`src/rtl/qspi_flash_pkg.sv`:
```
// Shared types and constants for the QSPI flash read controller.
//   state_t        controller FSM states
//   OPC_*          flash command opcodes
//   DUMMY_FILL     byte shifted out during x1 dummy cycles
//   read_opcode()  command opcode for the selected read mode
package qspi_flash_pkg;

  typedef enum logic [2:0] {
    ST_IDLE,
    ST_CS_SETUP,
    ST_CMD,
    ST_ADDR,
    ST_DUMMY,
    ST_DATA,
    ST_CS_HOLD,
    ST_CS_IDLE
  } state_t;

  localparam logic [7:0] OPC_QUAD_READ = 8'h6B;  // Quad Output Fast Read
  localparam logic [7:0] OPC_SLOW_READ = 8'h03;  // single-lane Read Data
  localparam logic [7:0] DUMMY_FILL    = 8'h00;

  function automatic logic [7:0] read_opcode(input logic quad);
    return quad ? OPC_QUAD_READ : OPC_SLOW_READ;
  endfunction

  // Address bytes go out MSB first: idx 0 -> addr[23:16].
  function automatic logic [7:0] addr_byte(input logic [23:0] addr,
                                           input logic [1:0]  idx);
    case (idx)
      2'd0:    return addr[23:16];
      2'd1:    return addr[15:8];
      default: return addr[7:0];
    endcase
  endfunction

endpackage

```
`src/rtl/qspi_flash_reader_if.sv`:
```
// Host-side read request/response bus of the QSPI flash reader.
//   rd_en/rd_addr/rd_len : start pulse with 24-bit byte address and byte count
//   rd_busy              : transaction in progress
//   rd_valid/rd_data     : one-cycle strobe with received byte (no backpressure)
//   rd_done              : one-cycle pulse at transaction end
// master = requester (host), slave = qspi_flash_reader.
interface qspi_flash_reader_if;
  logic        rd_en;
  logic [23:0] rd_addr;
  logic [15:0] rd_len;
  logic        rd_busy;
  logic        rd_valid;
  logic [7:0]  rd_data;
  logic        rd_done;

  modport master (
    output rd_en, rd_addr, rd_len,
    input  rd_busy, rd_valid, rd_data, rd_done
  );

  modport slave (
    input  rd_en, rd_addr, rd_len,
    output rd_busy, rd_valid, rd_data, rd_done
  );
endinterface

```
`src/rtl/qspi_flash_reader.sv`:
```
// QSPI flash read controller. Issues a Quad Output Fast Read (0x6B):
// command, 3 address bytes and DUMMY_BYTES dummy bytes on x1 through the
// byte transceiver, then one x4 burst that keeps running while auto_restart
// is high. Chip-select setup/hold/idle timing comes from one shared counter.
//   clk, rst          : clock, synchronous active-high reset
//   rd_bus (slave)    : host request/response bus
//   qspi_cs_n         : flash chip select, active low
//   shift_en          : x1 byte start pulse, tx_data valid with it
//   quad_shift_en     : x4 read start pulse
//   auto_restart      : burst-continue request to the transceiver
//   tx_data           : byte to shift out, held until its shift_done
//   shift_done        : transceiver byte-complete strobe
//   shift_rx_data     : received byte, valid with shift_done
// Timing counts clock edges: qspi_cs_n falls, CS_SETUP_CYCLES edges later
// shift_en rises; the edge that consumes the last shift_done is followed by
// CS_HOLD_CYCLES edges before qspi_cs_n rises together with rd_done.
module qspi_flash_reader
  import qspi_flash_pkg::*;
#(
  parameter int CS_SETUP_CYCLES = 2,
  parameter int CS_HOLD_CYCLES  = 2,
  parameter int CS_IDLE_CYCLES  = 4,
  parameter int DUMMY_BYTES     = 1
) (
  input  logic               clk,
  input  logic               rst,
  qspi_flash_reader_if.slave rd_bus,
  output logic               qspi_cs_n,
  output logic               shift_en,
  output logic               quad_shift_en,
  output logic               auto_restart,
  output logic [7:0]         tx_data,
  input  logic               shift_done,
  input  logic [7:0]         shift_rx_data
);

  localparam logic [15:0] SETUP_LAST = 16'(CS_SETUP_CYCLES - 1);
  localparam logic [15:0] HOLD_LAST  = 16'(CS_HOLD_CYCLES - 1);
  localparam logic [15:0] IDLE_LAST  = 16'(CS_IDLE_CYCLES - 1);
  localparam logic [7:0]  DUMMY_LAST = 8'(DUMMY_BYTES - 1);

  state_t      state;
  logic [23:0] addr_q;
  logic [15:0] remaining;   // data bytes not yet completed
  logic [15:0] cs_cnt;      // shared CS setup/hold/idle timer
  logic [7:0]  byte_cnt;    // address byte index, then dummy byte index
  logic        rd_busy_q;
  logic        rd_valid_q;
  logic        rd_done_q;
  logic [7:0]  rd_data_q;

  assign rd_bus.rd_busy  = rd_busy_q;
  assign rd_bus.rd_valid = rd_valid_q;
  assign rd_bus.rd_data  = rd_data_q;
  assign rd_bus.rd_done  = rd_done_q;

  // NOTE: every register here is written with <= so all of them update from
  // the same pre-edge values; a blocking write would leak into later reads.
  always_ff @(posedge clk) begin
    if (rst) begin
      state         <= ST_IDLE;
      qspi_cs_n     <= 1'b1;
      shift_en      <= 1'b0;
      quad_shift_en <= 1'b0;
      auto_restart  <= 1'b0;
      tx_data       <= 8'h00;
      addr_q        <= '0;
      remaining     <= '0;
      cs_cnt        <= '0;
      byte_cnt      <= '0;
      rd_busy_q     <= 1'b0;
      rd_valid_q    <= 1'b0;
      rd_done_q     <= 1'b0;
      rd_data_q     <= 8'h00;
    end else begin
      // NOTE: strobes default low each cycle so any branch that raises one
      // produces exactly a one-cycle pulse.
      shift_en      <= 1'b0;
      quad_shift_en <= 1'b0;
      rd_valid_q    <= 1'b0;
      rd_done_q     <= 1'b0;

      case (state)
        ST_IDLE: begin
          if (rd_bus.rd_en) begin
            if (rd_bus.rd_len == 16'd0) begin
              rd_done_q <= 1'b1;              // nothing to read, no CS activity
            end else begin
              addr_q    <= rd_bus.rd_addr;
              remaining <= rd_bus.rd_len;
              qspi_cs_n <= 1'b0;
              rd_busy_q <= 1'b1;
              cs_cnt    <= '0;
              if (CS_SETUP_CYCLES == 0) begin
                state    <= ST_CMD;
                shift_en <= 1'b1;
                tx_data  <= read_opcode(1'b1);
              end else begin
                state <= ST_CS_SETUP;
              end
            end
          end
        end

        ST_CS_SETUP: begin
          if (cs_cnt == SETUP_LAST) begin
            cs_cnt   <= '0;
            state    <= ST_CMD;
            shift_en <= 1'b1;
            tx_data  <= read_opcode(1'b1);
          end else begin
            cs_cnt <= cs_cnt + 16'd1;
          end
        end

        ST_CMD: begin
          if (shift_done) begin
            state    <= ST_ADDR;
            byte_cnt <= 8'd0;
            shift_en <= 1'b1;
            tx_data  <= addr_byte(addr_q, 2'd0);
          end
        end

        ST_ADDR: begin
          // byte_cnt is the index of the address byte that just completed.
          if (shift_done) begin
            if (byte_cnt != 8'd2) begin
              byte_cnt <= byte_cnt + 8'd1;
              shift_en <= 1'b1;
              tx_data  <= addr_byte(addr_q, byte_cnt[1:0] + 2'd1);
            end else if (DUMMY_BYTES == 0) begin
              state         <= ST_DATA;
              quad_shift_en <= 1'b1;
              auto_restart  <= (remaining > 16'd1);
            end else begin
              state    <= ST_DUMMY;
              byte_cnt <= 8'd0;
              shift_en <= 1'b1;
              tx_data  <= DUMMY_FILL;
            end
          end
        end

        ST_DUMMY: begin
          if (shift_done) begin
            if (byte_cnt == DUMMY_LAST) begin
              state         <= ST_DATA;
              quad_shift_en <= 1'b1;
              auto_restart  <= (remaining > 16'd1);
            end else begin
              byte_cnt <= byte_cnt + 8'd1;
              shift_en <= 1'b1;
              tx_data  <= DUMMY_FILL;
            end
          end
        end

        ST_DATA: begin
          if (shift_done) begin
            rd_data_q  <= shift_rx_data;
            rd_valid_q <= 1'b1;
            remaining  <= remaining - 16'd1;
            // Tracks remaining>1 for the value remaining takes after this edge.
            auto_restart <= (remaining > 16'd2);
            if (remaining == 16'd1) begin
              cs_cnt <= '0;
              if (CS_HOLD_CYCLES != 0) begin
                state <= ST_CS_HOLD;
              end else begin
                qspi_cs_n <= 1'b1;
                rd_done_q <= 1'b1;
                if (CS_IDLE_CYCLES == 0) begin
                  state     <= ST_IDLE;
                  rd_busy_q <= 1'b0;
                end else begin
                  state <= ST_CS_IDLE;
                end
              end
            end
          end
        end

        ST_CS_HOLD: begin
          if (cs_cnt == HOLD_LAST) begin
            cs_cnt    <= '0;
            qspi_cs_n <= 1'b1;
            rd_done_q <= 1'b1;
            if (CS_IDLE_CYCLES == 0) begin
              state     <= ST_IDLE;
              rd_busy_q <= 1'b0;
            end else begin
              state <= ST_CS_IDLE;
            end
          end else begin
            cs_cnt <= cs_cnt + 16'd1;
          end
        end

        ST_CS_IDLE: begin
          if (cs_cnt == IDLE_LAST) begin
            cs_cnt    <= '0;
            state     <= ST_IDLE;
            rd_busy_q <= 1'b0;
          end else begin
            cs_cnt <= cs_cnt + 16'd1;
          end
        end

        default: state <= ST_IDLE;
      endcase
    end
  end

endmodule

```
`src/flat_wrapper.sv`:
```
// flat-port wrapper written by rule: the top's interface ports become plain ports
module qspi_flash_reader_flat import qspi_flash_pkg::*;
#(
  parameter int CS_SETUP_CYCLES = 2,
  parameter int CS_HOLD_CYCLES  = 2,
  parameter int CS_IDLE_CYCLES  = 4,
  parameter int DUMMY_BYTES     = 1
)
  (clk, rst, qspi_cs_n, shift_en, quad_shift_en, auto_restart, tx_data, shift_done, shift_rx_data, rd_bus_rd_en, rd_bus_rd_addr, rd_bus_rd_len, rd_bus_rd_busy, rd_bus_rd_valid, rd_bus_rd_data, rd_bus_rd_done);
  qspi_flash_reader_if rd_bus_i ();
  input  logic clk;
  input  logic rst;
  output logic qspi_cs_n;
  output logic shift_en;
  output logic quad_shift_en;
  output logic auto_restart;
  output logic [7:0] tx_data;
  input  logic shift_done;
  input  logic [7:0] shift_rx_data;
  input wire logic [$bits(rd_bus_i.rd_en)-1:0] rd_bus_rd_en;
  input wire logic [$bits(rd_bus_i.rd_addr)-1:0] rd_bus_rd_addr;
  input wire logic [$bits(rd_bus_i.rd_len)-1:0] rd_bus_rd_len;
  output wire logic [$bits(rd_bus_i.rd_busy)-1:0] rd_bus_rd_busy;
  output wire logic [$bits(rd_bus_i.rd_valid)-1:0] rd_bus_rd_valid;
  output wire logic [$bits(rd_bus_i.rd_data)-1:0] rd_bus_rd_data;
  output wire logic [$bits(rd_bus_i.rd_done)-1:0] rd_bus_rd_done;
  assign rd_bus_i.rd_en = rd_bus_rd_en;
  assign rd_bus_i.rd_addr = rd_bus_rd_addr;
  assign rd_bus_i.rd_len = rd_bus_rd_len;
  assign rd_bus_rd_busy = rd_bus_i.rd_busy;
  assign rd_bus_rd_valid = rd_bus_i.rd_valid;
  assign rd_bus_rd_data = rd_bus_i.rd_data;
  assign rd_bus_rd_done = rd_bus_i.rd_done;
  qspi_flash_reader #(.CS_SETUP_CYCLES(CS_SETUP_CYCLES), .CS_HOLD_CYCLES(CS_HOLD_CYCLES), .CS_IDLE_CYCLES(CS_IDLE_CYCLES), .DUMMY_BYTES(DUMMY_BYTES)) u_core (.clk(clk), .rst(rst), .rd_bus(rd_bus_i), .qspi_cs_n(qspi_cs_n), .shift_en(shift_en), .quad_shift_en(quad_shift_en), .auto_restart(auto_restart), .tx_data(tx_data), .shift_done(shift_done), .shift_rx_data(shift_rx_data));
endmodule
```
`config.mk`:
```
export PLATFORM = sky130hd
export DESIGN_NAME = qspi_flash_reader_flat
export DESIGN_NICKNAME = d
export VERILOG_FILES = /design/src/rtl/qspi_flash_pkg.sv /design/src/rtl/qspi_flash_reader_if.sv /design/src/rtl/qspi_flash_reader.sv /design/src/flat_wrapper.sv
export SDC_FILE = /design/constraint.sdc
export NUM_CORES = 1
export LEC_CHECK = 0
export CAP_MARGIN = 5
export CORE_ASPECT_RATIO = 1.25
export CORE_UTILIZATION = 38
export DETAILED_ROUTE_END_ITERATION = 16
export GPL_TIMING_DRIVEN = 0
export PLACE_DENSITY_LB_ADDON = 0.15
export SLEW_MARGIN = 30
export SYNTH_ARGS = -nofsm -noshare
export SYNTH_HDL_FRONTEND = slang
export SYNTH_SLANG_ARGS = --single-unit
```
`constraint.sdc`:
```
create_clock -name clk -period 2.23 [get_ports clk]
set_clock_uncertainty 0.1 [all_clocks]
set_input_delay 0.3345 -clock clk [delete_from_list [all_inputs] [get_ports clk]]
set_output_delay 0.3345 -clock clk [all_outputs]
set_load 0.005 [all_outputs]
```
After elaboration in Yosys (flattened, before gate mapping)
Cells that the tools add are included.
{ "op_classes": {"n_eq_ne": 25, "reduce_logical": 25, "muxes": 59, "order_cmp": 2, "n_bitwise": 4, "add_sub_neg": 4} }
{ "op_table": {"columns": ["cell", "count"], "rows": [
  ["$mux W16", 9],
  ["$mux W8", 11],
  ["$pmux W16 S4", 1],
  ["$mux W3", 12],
  ["$eq A16 B1 Y1 const B", 2],
  ["$pmux W16 S2", 1],
  ["$pmux W8 S4", 1],
  ["$pmux W3 S8", 1],
  ["$pmux W8 S3", 1],
  ["$add A16 B1 Y16 const B", 1],
  ["$eq A16 B2 Y1 const B", 1],
  ["$gt A16 B1 Y1 const B", 1],
  ["$gt A16 B2 Y1 const B", 1],
  ["$logic_not A16 Y1", 1],
  ["$mux W1", 16],
  ["$ne A2 B2 Y1 const B", 8],
  ["$pmux W8 S2", 1],
  ["$reduce_and A4 Y1", 4],
  ["$sub A16 B1 Y16 const B", 1],
  ["$eq A3 B3 Y1 const B", 4],
  ["$reduce_and A12 Y1", 1],
  ["$ne A2 B1 Y1 const B", 5],
  ["$reduce_and A5 Y1", 2],
  ["$add A8 B1 Y8 const B", 1],
  ["19 further kinds", 32]
]} }
{ "word_totals": {"elab_cells": 133, "reg_bits": 90, "output_inout_bits": 23} }

Depth between registers and ports, before layout
{ "depth": {"ltp_word": 6, "mapped_depth": 9} }

Worst setup path after synthesis
No wires, ideal clock.
{ "synth_timing": {"kind": "register -> register", "from": "register u_core.remaining[3]", "to": "register u_core.remaining[15]", "path_slack_ns": -0.009, "arrival_time_ns": 2.050, "t_required_ns": 2.042, "stages_incl_launch_ff": 8, "path_cell_list": "dfxtp_1 > or4_1 > buf_2 > or4_4 > or2_1 > nor3_2 > a21oi_1 > o32ai_2"} }
{ "synth_via": {"elab_chain_len": 3} }
{ "synth_lines": {"columns": ["element", "line", "source"], "rows": [
  ["from (decl)", "qspi_flash_reader.sv:44", "logic [15:0] remaining;"],
  ["from (signal assigned)", "qspi_flash_reader.sv:90", "remaining <= rd_bus.rd_len;"],
  ["from (signal assigned)", "qspi_flash_reader.sv:163", "remaining <= remaining - 16'd1;"],
  ["$sub A16 B1 Y16", "qspi_flash_reader.sv:163", null],
  ["$mux W16", "qspi_flash_reader.sv:160", "if (shift_done) begin"],
  ["$pmux W16 S2", "qspi_flash_reader.sv:83", "case (state)"]
]} }
Every way passes these cells. The select of a mux whose other input is x is not followed.
A chain may end at the register's enable or synchronous reset.

Worst setup path in the final report
{ "layout_timing": {"from": "register u_core.cs_cnt[7]", "to": "register u_core.cs_cnt[11]"} }
{ "layout_via": {"elab_chain_len": 3} }
{ "layout_lines": {"columns": ["element", "line", "source"], "rows": [
  ["from (decl)", "qspi_flash_reader.sv:45", "logic [15:0] cs_cnt;"],
  ["from (signal assigned)", "qspi_flash_reader.sv:112", "cs_cnt <= cs_cnt + 16'd1;"],
  ["from (signal assigned)", "qspi_flash_reader.sv:196", "cs_cnt <= cs_cnt + 16'd1;"],
  ["from (signal assigned)", "qspi_flash_reader.sv:206", "cs_cnt <= cs_cnt + 16'd1;"],
  ["$add A16 B1 Y16, or another cell as far along", "qspi_flash_reader.sv:112, qspi_flash_reader.sv:196, qspi_flash_reader.sv:206", null],
  ["$mux W16 (on tied branches)", "qspi_flash_reader.sv:201, qspi_flash_reader.sv:106, qspi_flash_reader.sv:185", null],
  ["$pmux W16 S4 (*)", "qspi_flash_reader.sv:83", null]
]} }
Mark *: on every way between the ends. The rest lies on a longest branch, timed or not.

==> run_results.csv <==
group,metric,value,unit
grt,grt_max_degree,15,
synthesis,synth.yosys.seq_area_share,39.8,%
clocking,insertion_delay,0.34,ns
grt,grt_pass1_wl,21100,µm
synthesis,synth_top_area_cell,"dfxtp_1",
placed_design,place_hpwl,9270,µm
finish,finish.instance_area,0.00636,mm²
floorplanning,die_area,0.0123,mm²
timing,slew_viol_final,0,
power_and_ir_drop,switchingPower,0.00235,W
grt,grt_pass1_vias,4354,
finish,areaGrowthSynthToFinish,40.6,%
routing,dr.pass1.iters,5,
synthesis,netlist_area,0.00452,mm²
worst_setup_path,startpoint_type,"flip-flop",
floorplanning,die_w,99.6,µm
clocking,clkTransAtPathRegs,0.06,ns
floorplanning,pin_count,75,
worst_setup_path,reg2reg_depth,8,
timing,grt_setup_unrepaired,"true",
routing,drtAntennaViolNets,0,
timing,worstMarginPinSlew,0.706,ns
worst_setup_path,setup.worst_path.end,"u_core.cs_cnt[11]",
power_and_ir_drop,pwr-share-seq,31.6,%
power_and_ir_drop,pwr-share-comb,43.3,%
run_status,status,"finished, violations left",
finish,fillers,1082,
clocking,cts_sinks,90,
synthesis,netlist_top_cells_area,"dfxtp_1 40%, nand2_1 9.4%, a21oi_1 7.5%",
floorplanning,std_cell_rows,44,
clocking,cts_htree_levels,3,
worst_setup_path,critical_path.max_fanout,8,
synthesis,yosysWarnings,0,
synthesis,synthFlopType,"dfxtp_1",
worst_setup_path,arrival,2.38,ns
grt,antenna_found_initial,0,
finish,finalNetCount,765,
timing,final.setup.worst_slack,-0.0139,ns
timing,setup-violations-final,3,
timing,holdWs,0.360,ns
worst_setup_path,crit_start,"u_core.cs_cnt[7]",
worst_setup_path,r2r_end,"u_core.cs_cnt[11]",
routing,drc,0,
worst_setup_path,cp-end-kind,"flip-flop",
worst_setup_path,timing.rr.start,"u_core.cs_cnt[7]",
floorplanning,die_h,124,µm
synthesis,synthesis.nets,661,
worst_setup_path,crit_type,"flip-flop to flip-flop",
finish,diodes,0,
synthesis,synth_seq_cells,90,
run,maxCapViolCount,0,
placed_design,gp_congestion,0.873,
floorplanning,core,0.0116,mm²
min_path,hold_path_class,"flip-flop to flip-flop",
clocking,cts_tree,"built",
timing,slew_headroom,52.9,%
routing,wl_per_cell,15.5,µm
clocking,cts_buffers,9,
placed_design,port_buffers,74,
min_path,whs_path_depth,2,
floorplanning,initial_utilization,38.9,%
synthesis,avgSynthCellArea,7.59,µm²
power_and_ir_drop,power_leakage,2.34,nW
run_status,violations,"negative setup slack",
timing,hold_viol,0,
synthesis,synth_edf_count,0,
power_and_ir_drop,pwr-share-clk,25.2,%
finish,drive_gt1_share,16.9,%
power_and_ir_drop,ir_worst_vdd,0.530,mV
synthesis,synth_top_area_share,39.8,%
routing,wl,13400,µm
routing,vias,4676,
routing,drtIter0Drc,215,
timing,period_share,101,%
clocking,cts_buffer_depth,2,
finish,multi_input_area,0.00287,mm²
finish,seq_area,0.00181,mm²
power_and_ir_drop,p_int,0.00414,W
finish,final_util,54.7,%
grt,track_usage,21.8,%
synthesis,synth_cell_types,48,
power_and_ir_drop,netSwitchingFraction,36.2,%
clocking,holdBufCountCts,0,
clocking,cts_root_buf,"clkbuf_16",
timing,fmax,0.446,GHz
worst_setup_path,required,2.36,ns
grt,grt_overflow,0,
synthesis,synthCells,596,
worst_setup_path,rrSetupSlack,-0.01,ns
synthesis,ys_async_sr_fraction,0,%
routing,viasPerCell,5.40,
placed_design,dp_slack,-0.677,ns
timing,fin_crit,2.24,ns
power_and_ir_drop,power_density,1020,mW/mm²
placed_design,dpl_cell_area,0.00547,mm²
## worst max-delay path, stage by stage, from the launching register on
cell      delay (ns)
dfxtp_1         0.37
nor4_1          0.41
nand4_1         0.25
buf_4           0.21
a32oi_4         0.17
buf_4           0.15
nand3b_4        0.19
nor3b_1         0.07
a31o_2          0.22
## what timing repair did
item | 4_1_cts | 5_1_grt
resized for setup | 52 | 53
setup buffers | 9 | 14
cloned | 1 | 1
hold endpoints to repair | 0 | 0
setup endpoints to repair | 87 | 71
pin swaps | 9 | 17
## synth_stat cells (all sizes together) (5+ instances only)
cell type / count
nor3: 9
mux2i: 10
a22oi: 15
inv: 12
o21ai: 41
or3: 8
nand2: 113
clkbuf: 29
nor4: 13
nand2b: 7
nand4: 7
and4: 5
o211ai: 7
nor2b: 5
dfxtp: 90
nand3: 14
o31ai: 14
nor2: 64
a21oi: 68
and2: 5
a31o: 5
ha: 13
## registers in the layout, summed over array words and instances (netlist names), 3 cells and up
name	cells
u_core.state	3
u_core.rd_bus.rd_data	8
u_core.addr_q	24
u_core.remaining	16
u_core.tx_data	8
u_core.cs_cnt	16
u_core.byte_cnt	8
## stage by stage
step | power (W) | TNS [ns] | instances
detailed placement | 0.00420 | -32.85 | 831
finish | 0.00649 | -0.0298 | 866
global route | 0.00686 | -1.52 | 866
CTS | 0.00621 | -0.0137 | 853
floorplan | 0.00350 | -0.00670 | 596
global placement | 0.00415 | -30.30 | 831
## cells in the final DEF, fill, tap and decap left out, types with 5 or more instances in the layout
master | Yosys | layout
nand2_1 | 113 | 111
dfxtp_1 | 90 | 86
clkdlybuf4s50_1 | 0 | 74
a21oi_1 | 68 | 65
nor2_1 | 64 | 62
o21ai_0 | 41 | 30
buf_4 | 0 | 23
a22oi_1 | 15 | 15
nand3_1 | 14 | 13
inv_1 | 12 | 11
clkbuf_1 | 29 | 11
clkbuf_2 | 0 | 10
o31ai_1 | 14 | 10
mux2i_1 | 10 | 10
clkbuf_16 | 0 | 10
nand4_1 | 7 | 7
nand2b_1 | 7 | 7
or3_1 | 8 | 7
ha_1 | 13 | 7
nor4_2 | 1 | 6
o211ai_1 | 6 | 6
o21ai_1 | 0 | 6
nor4_1 | 12 | 5
nor2b_1 | 5 | 5
and4_1 | 5 | 5
ha_2 | 0 | 5
## metal layers
metal / GRT usage [%] / part of all wire (%)
met3: 3.93 / 4.7
met2: 38.5 / 50
met1: 26.3 / 43
met4: 8.64 / 1.8
met5: 0 / 0
## final cells by class
cell class                      count  share of cell area, %
Inverter                           12                  0.709
Multi-Input combinational cell    461                   45.2
Buffer                             27                   2.30
Clock buffer                       11                   3.82
Sequential cell                    90                   28.4
Tap cell                          161                   3.17
Clock inverter                      5                   1.22
Timing Repair Buffer               99                   15.2
## power groups by stage
stage	registers [W]	logic, W	clock network, W
5_1_grt	0.00207	0.00306	0.00173
4_1_cts	0.00204	0.00251	0.00166
2_1_floorplan	0.00201	0.00149	0
6_report	0.00205	0.00281	0.00163
3_5_place_dp	0.00207	0.00213	0
3_3_place_gp	0.00206	0.00209	0
## cell families (layout without fill, tap and decap cells)
kind of cell,after synthesis,after routing,synth area share [%]
compound gates,167,167,22.2
buf+inv,45,154,3.82
simple gates,264,264,27.0
flops,90,90,39.8
mux,10,10,2.21
fa+ha+maj,13,13,3.60
xor+xnor,7,7,1.36
## worst min path at each step
stage,start,to,slack (ns)
floorplan,u_core.cs_cnt[15],u_core.cs_cnt[15],0.33
global placement,u_core.rd_bus.rd_data[1],u_core.rd_bus.rd_data[1],0.34
detailed placement,u_core.addr_q[15],u_core.addr_q[15],0.35
CTS,u_core.addr_q[15],u_core.addr_q[15],0.36
global route,u_core.addr_q[0],u_core.addr_q[0],0.38
finish,u_core.rd_bus.rd_data[7],u_core.rd_bus.rd_data[7],0.36
No activity file was read; power rests on OpenSTA's default activity.
